$ cat config.mk
export PLATFORM = sky130hd
export DESIGN_NAME = cv32e40p_rvfi_retire_sched
export DESIGN_NICKNAME = d
export VERILOG_FILES = /design/src/rtl/cv32e40p_rvfi_retire_sched.sv
export SDC_FILE = /design/constraint.sdc
export NUM_CORES = 1
export LEC_CHECK = 0
export CORE_MARGIN = 5
export CORE_UTILIZATION = 57
export DETAILED_ROUTE_END_ITERATION = 6
export GPL_TIMING_DRIVEN = 0
export PLACE_DENSITY = 0.8
export SYNTH_ARGS = -nofsm -noshare
export SYNTH_HDL_FRONTEND = slang
export SYNTH_SLANG_ARGS = --single-unit
$ cat constraint.sdc
create_clock -name clk_i -period 3.8 [get_ports clk_i]
set_input_delay 0.95 -clock clk_i [delete_from_list [all_inputs] [get_ports clk_i]]
set_output_delay 0.95 -clock clk_i [all_outputs]
set_load 0.01 [all_outputs]
$ cat src/rtl/cv32e40p_rvfi_retire_sched.sv
// In-order RVFI retirement scheduler: tag allocation, out-of-order completion,
// program-order retirement with order count, interrupt tagging and drain/halt.
module cv32e40p_rvfi_retire_sched #(
    parameter int DEPTH = 4,
    localparam int PTR_W = $clog2(DEPTH)
) (
    input  logic             clk_i,
    input  logic             rst_ni,
    input  logic             alloc_valid_i,
    input  logic [31:0]      alloc_pc_i,
    input  logic [31:0]      alloc_insn_i,
    output logic             alloc_ready_o,
    output logic [PTR_W-1:0] alloc_tag_o,
    input  logic             cmpl_valid_i,
    input  logic [PTR_W-1:0] cmpl_tag_i,
    input  logic [31:0]      cmpl_wdata_i,
    input  logic [13:0]      cmpl_trap_i,
    input  logic             intr_valid_i,
    input  logic [13:0]      intr_i,
    input  logic             halt_req_i,
    input  logic             resume_i,
    output logic             halted_o,
    output logic             rvfi_valid_o,
    output logic [63:0]      rvfi_order_o,
    output logic [31:0]      rvfi_pc_o,
    output logic [31:0]      rvfi_insn_o,
    output logic [31:0]      rvfi_wdata_o,
    output logic [13:0]      rvfi_trap_o,
    output logic [13:0]      rvfi_intr_o,
    output logic             err_o
);

    localparam int CNT_W = PTR_W + 1;

    typedef enum logic [1:0] {
        RUN,
        DRAIN,
        HALTED
    } state_t;

    state_t state_q;
    state_t state_d;

    logic [DEPTH-1:0] busy_q;
    logic [DEPTH-1:0] done_q;
    logic [31:0]      pc_q    [DEPTH];
    logic [31:0]      insn_q  [DEPTH];
    logic [31:0]      wdata_q [DEPTH];
    logic [13:0]      trap_q  [DEPTH];

    logic [PTR_W-1:0] wr_ptr_q;
    logic [PTR_W-1:0] rd_ptr_q;
    logic [CNT_W-1:0] count_q;
    logic [63:0]      order_cnt;

    logic             pend_valid_q;
    logic [13:0]      pend_intr_q;

    logic             alloc_fire;
    logic             cmpl_ok;
    logic             cmpl_head;
    logic             retire;
    logic [31:0]      ret_wdata;
    logic [13:0]      ret_trap;

    assign alloc_ready_o = (count_q < CNT_W'(DEPTH)) && (state_q == RUN);
    assign alloc_tag_o   = wr_ptr_q;
    assign halted_o      = (state_q == HALTED);
    assign alloc_fire    = alloc_valid_i & alloc_ready_o;

    assign cmpl_ok   = cmpl_valid_i & busy_q[cmpl_tag_i] & ~done_q[cmpl_tag_i];
    assign cmpl_head = cmpl_ok & (cmpl_tag_i == rd_ptr_q);

    // A completion aimed at the head retires on the same edge (one-cycle latency).
    assign retire = busy_q[rd_ptr_q] & (done_q[rd_ptr_q] | cmpl_head);

    always_comb begin
        ret_wdata = wdata_q[rd_ptr_q];
        ret_trap  = trap_q[rd_ptr_q];
        if (!done_q[rd_ptr_q]) begin
            ret_wdata = cmpl_wdata_i;
            ret_trap  = cmpl_trap_i;
        end
    end

    always_comb begin
        state_d = state_q;
        unique case (state_q)
            RUN: begin
                if (halt_req_i) state_d = DRAIN;
            end
            DRAIN: begin
                if (!halt_req_i) state_d = RUN;
                else if (count_q == '0) state_d = HALTED;
            end
            HALTED: begin
                if (resume_i) state_d = RUN;
            end
            default: state_d = RUN;
        endcase
    end

    always_ff @(posedge clk_i or negedge rst_ni) begin
        if (!rst_ni) begin
            state_q <= RUN;
        end else begin
            state_q <= state_d;
        end
    end

    always_ff @(posedge clk_i or negedge rst_ni) begin
        if (!rst_ni) begin
            busy_q <= '0;
            done_q <= '0;
            for (int i = 0; i < DEPTH; i++) begin
                pc_q[i]    <= '0;
                insn_q[i]  <= '0;
                wdata_q[i] <= '0;
                trap_q[i]  <= '0;
            end
        end else begin
            if (cmpl_ok) begin
                done_q[cmpl_tag_i]  <= 1'b1;
                wdata_q[cmpl_tag_i] <= cmpl_wdata_i;
                trap_q[cmpl_tag_i]  <= cmpl_trap_i;
            end
            // Placed after the completion update so a bypassed head is freed.
            if (retire) begin
                busy_q[rd_ptr_q] <= 1'b0;
                done_q[rd_ptr_q] <= 1'b0;
            end
            if (alloc_fire) begin
                busy_q[wr_ptr_q] <= 1'b1;
                done_q[wr_ptr_q] <= 1'b0;
                pc_q[wr_ptr_q]   <= alloc_pc_i;
                insn_q[wr_ptr_q] <= alloc_insn_i;
            end
        end
    end

    always_ff @(posedge clk_i or negedge rst_ni) begin
        if (!rst_ni) begin
            wr_ptr_q <= '0;
            rd_ptr_q <= '0;
            count_q  <= '0;
        end else begin
            if (alloc_fire) wr_ptr_q <= wr_ptr_q + 1'b1;
            if (retire)     rd_ptr_q <= rd_ptr_q + 1'b1;
            unique case ({alloc_fire, retire})
                2'b10:   count_q <= count_q + 1'b1;
                2'b01:   count_q <= count_q - 1'b1;
                default: count_q <= count_q;
            endcase
        end
    end

    always_ff @(posedge clk_i or negedge rst_ni) begin
        if (!rst_ni) begin
            err_o <= 1'b0;
        end else if (cmpl_valid_i && !cmpl_ok) begin
            err_o <= 1'b1;
        end
    end

    always_ff @(posedge clk_i or negedge rst_ni) begin
        if (!rst_ni) begin
            pend_valid_q <= 1'b0;
            pend_intr_q  <= '0;
        end else if (intr_valid_i) begin
            // A new interrupt stays pending even if an older one is consumed now.
            pend_valid_q <= 1'b1;
            pend_intr_q  <= intr_i;
        end else if (retire) begin
            pend_valid_q <= 1'b0;
        end
    end

    always_ff @(posedge clk_i or negedge rst_ni) begin
        if (!rst_ni) begin
            rvfi_valid_o <= 1'b0;
            rvfi_order_o <= '0;
            rvfi_pc_o    <= '0;
            rvfi_insn_o  <= '0;
            rvfi_wdata_o <= '0;
            rvfi_trap_o  <= '0;
            rvfi_intr_o  <= '0;
            order_cnt    <= '0;
        end else begin
            rvfi_valid_o <= retire;
            if (retire) begin
                rvfi_order_o <= order_cnt;
                rvfi_pc_o    <= pc_q[rd_ptr_q];
                rvfi_insn_o  <= insn_q[rd_ptr_q];
                rvfi_wdata_o <= ret_wdata;
                rvfi_trap_o  <= ret_trap;
                rvfi_intr_o  <= pend_valid_q ? pend_intr_q : 14'd0;
                order_cnt    <= order_cnt + 64'd1;
            end
        end
    end

endmodule

==> flow_metrics.tcl <==
set metrics [dict create \
    root_buffer "clkbuf_16" \
    synth-seq-cells 726 \
    rr_startpoint "rd_ptr_q[1]$_DFFE_PN0N_" \
    synth_top_family_by_area "multiplexers" \
    synth_xor_area_frac 0.0191 \
    drive_gt1_frac 0.251 \
    drv_cap 0 \
    ys_warn_count 0 \
    place_hpwl_mm 53.1 \
    relSlewSlack 0.188 \
    syn_to_final_growth_pct 22.0 \
    antenna_found_initial 12 \
    status "finished, final reports clean" \
    io_pins 327 \
    groute.usage.overall 0.259 \
    via_count 20300 \
    cp_slowest_cell "clkdlybuf4s50_1" \
    totalPowerFinal_mw 31.5 \
    rsz0062_at_grt "no" \
    coreArea_um2 53900 \
    final.min_clock_period_ns 3.50 \
    clk_pin_slew_worst_paths_ns 0.06 \
    start_util 0.577 \
    routed_wl_mm 76.2 \
    dieHeight_um 244 \
    clk_path_buf_depth 3 \
    setup_violations 0 \
    insertion_delay_ns 0.60 \
    synth-adder-area-share 0.00466 \
    cp.arrival_ns 4.02 \
    grt_pass1_vias 22200 \
    peakVddDrop_uv 551 \
    startpoint_type "input port" \
    cp.required_ns 4.32 \
    synthMuxAreaShare 0.243 \
    synth_compound_area_frac 0.0146 \
    hold_viol_final 0 \
    crit_path_cell_trace "clkdlybuf4s50_1 -> nand2b_1 -> a2111oi_4 -> o31ai_4 -> buf_4 -> inv_2 -> buf_4 -> ha_1 -> inv_1 -> fa_1 -> xor2_1 -> nor2_1 -> xor2_1" \
    rows 85 \
    crit_type "in -> reg" \
    port_buffers 324 \
    h-tree-depth 3 \
    fin_nets 2955 \
    fmax_mhz 286 \
    die_area_um2 59400 \
    drc 0 \
    postSynthAreaPerCell_um2 13.0 \
    tightest_slew_ns 1.21 \
    p_leak_nw 17.4 \
    drt_iter0_markers 1202 \
    cpPeakStageDelay_ns 0.46 \
    startpoint "cmpl_tag_i[0]" \
    power_density_nw_per_um2 830 \
    fillerInstances 3641 \
    cts_tree "yes" \
    grt_remaining_overflow 0 \
    antenna_left 0 \
    crit_fanout 20 \
    ys_seq_area_frac 0.584 \
    cts.sinks 726 \
    fin_crit_sh 0.921 \
    vias_per_cell 5.68 \
    synth_area_um2 31100 \
    dr.pass1.iters 5 \
    crit_path_end_kind "register" \
    synthSimpleGateAreaFrac 0.112 \
    cts_hold_buf 0 \
    grt_pass1_wl_mm 123 \
    synth_cells 2402 \
    cts_buffers 75 \
    die_x_um 244 \
    gp_congestion 0.837 \
    grt_max_degree 130 \
    routedWlPerCell_um 21.3 \
    final_util 0.704 \
    fin_skew_ns 0.0160 \
    synth_nets 2546 \
    synth_cell_types 43 \
    worstHoldPathType "in -> async" \
    drv_slew 0 \
]
[path summary, 6_finish.rpt]
check                                               end  slack, ns  depth (start not counted)
max in group asynchronous     order_cnt[16]$_DFFE_PN0N_       1.63                          4
min in group clk_i                    err_o$_DFFE_PN0P_       0.46                          1
setup reg to reg                 count_q[2]$_DFFE_PN0P_       0.46                         13
setup / recovery                 count_q[2]$_DFFE_PN0P_       0.30                         13
hold / removal             rvfi_wdata_o[14]$_DFFE_PN0N_       0.27                          1
hold reg to reg                       err_o$_DFFE_PN0P_       0.46                          1
[synthesized netlist by cell type, drive strengths merged]
cell type,instances,area share
fa,1,0.00064
nand4,25,0.0050
a32o,1,0.00032
dfrtp,726,0.58
inv,23,0.0028
buf,52,0.0087
nor4b,5,0.0018
a31o,1,0.00028
and2,6,0.0012
nor2b,2,0.00040
clkbuf,93,0.011
ha,10,0.0040
mux4,112,0.081
a21oi,4,0.00064
a2111oi,2,0.0018
nor3b,1,0.00024
or2,1,0.00020
mux2,408,0.15
o31ai,1,0.00068
xor2,47,0.013
and4,6,0.0017
nand3,37,0.0059
nand2b,1,0.00020
a21boi,1,0.00024
mux2i,46,0.015
nor3,16,0.0027
nor4,32,0.012
nor2,13,0.0016
xnor2,21,0.0059
or3b,2,0.00072
nand2,629,0.076
o21ai,61,0.0098
or3,3,0.00060
nand3b,2,0.00048
a21o,2,0.00048
and3,8,0.0016
a222oi,1,0.00032
[state kept, by name (all words and copies together), names as in the netlist, 14 cells and up]
signal and cells:
rvfi_trap_o 14, rvfi_wdata_o 32, rvfi_order_o 64, pend_intr_q 14, insn_q 128, order_cnt 64
rvfi_pc_o 32, rvfi_intr_o 14, trap_q 56, pc_q 128, wdata_q 128, rvfi_insn_o 32
[cells by family (layout without fill, tap and decap cells)]
group                    Yosys count  in the layout
flip-flops                       726            726
AO/OA/AOI/OAI                     74             74
XOR/XNOR                          68             68
buffers and inverters            168            635
multiplexers                     566            566
adder cells (fa/ha/maj)           11             11
other                              0              7
AND/OR/NAND/NOR                  789            789
[area by class of cell]
type	count	area, um^2	share of cell area
antenna	7	17.5	0.000461
buffer	144	617	0.0162
clock buffer	117	2300	0.0606
clock inverter	18	223	0.00587
inverter	23	86.3	0.00227
multi-input combinational	1508	12300	0.323
sequential	726	18200	0.478
tap	696	871	0.0229
timing repair buffer	333	3440	0.0905
[metrics by stage]
step | hold WS, ns | instances | area, um^2 | setup WS (ns) | setup TNS [ns]
after global routing | 0.284 | 3571 | 38000 | 0.158 | 0
after detailed placement | 0.445 | 3428 | 35400 | -0.757 | -9.97
after global placement | 0.446 | 3422 | 35200 | -28.54 | -
after CTS | 0.257 | 3563 | 37900 | 0.000167 | 0
after floorplan | 0.440 | 2402 | 31100 | 0.227 | 0
final | 0.268 | 3572 | 38000 | 0.299 | 0
[what timing repair did]
action / in CTS / in global routing
hold endpoints to repair: 0 / 0
pin swaps: 0 / 1
buffers inserted: 0 / 3
setup endpoints to repair: 2 / 2
gates resized for setup: 1 / 0
[routing by layer]
metal,routed length (um),part of all wire,global-route usage
met1,31600,0.41,0.340
met2,37800,0.50,0.425
met3,4120,0.054,0.0609
met4,2560,0.034,0.100
met5,81,0.0011,0
[cell usage in the layout, fill, tap and decap left out, types with 37 or more instances in the layout]
cell type / netlist / final
nand3_1: 37 / 37
o21ai_0: 61 / 61
mux2_2: 408 / 408
mux2i_1: 46 / 46
mux4_2: 112 / 112
clkbuf_1: 93 / 113
clkdlybuf4s50_1: 0 / 323
xor2_1: 47 / 47
nand2_1: 629 / 629
dfrtp_1: 726 / 726
clkbuf_16: 0 / 79
[where the power goes]
group	internal [mW]	switching, mW	leakage (nW)
Combinational	5.93	5.70	6.97
Sequential	10.8	1.61	9.15
Clock	4.50	2.99	1.25
Total	21.2	10.3	17.4
[critical path, delay by kind of cell]
kind            cells  cell delay, ns
xor+xnor            2            0.31
buf+inv             5            1.19
simple gates        2            0.33
compound gates      2            0.58
fa+ha+maj           2            0.64
(Power assumes the default switching activity.)
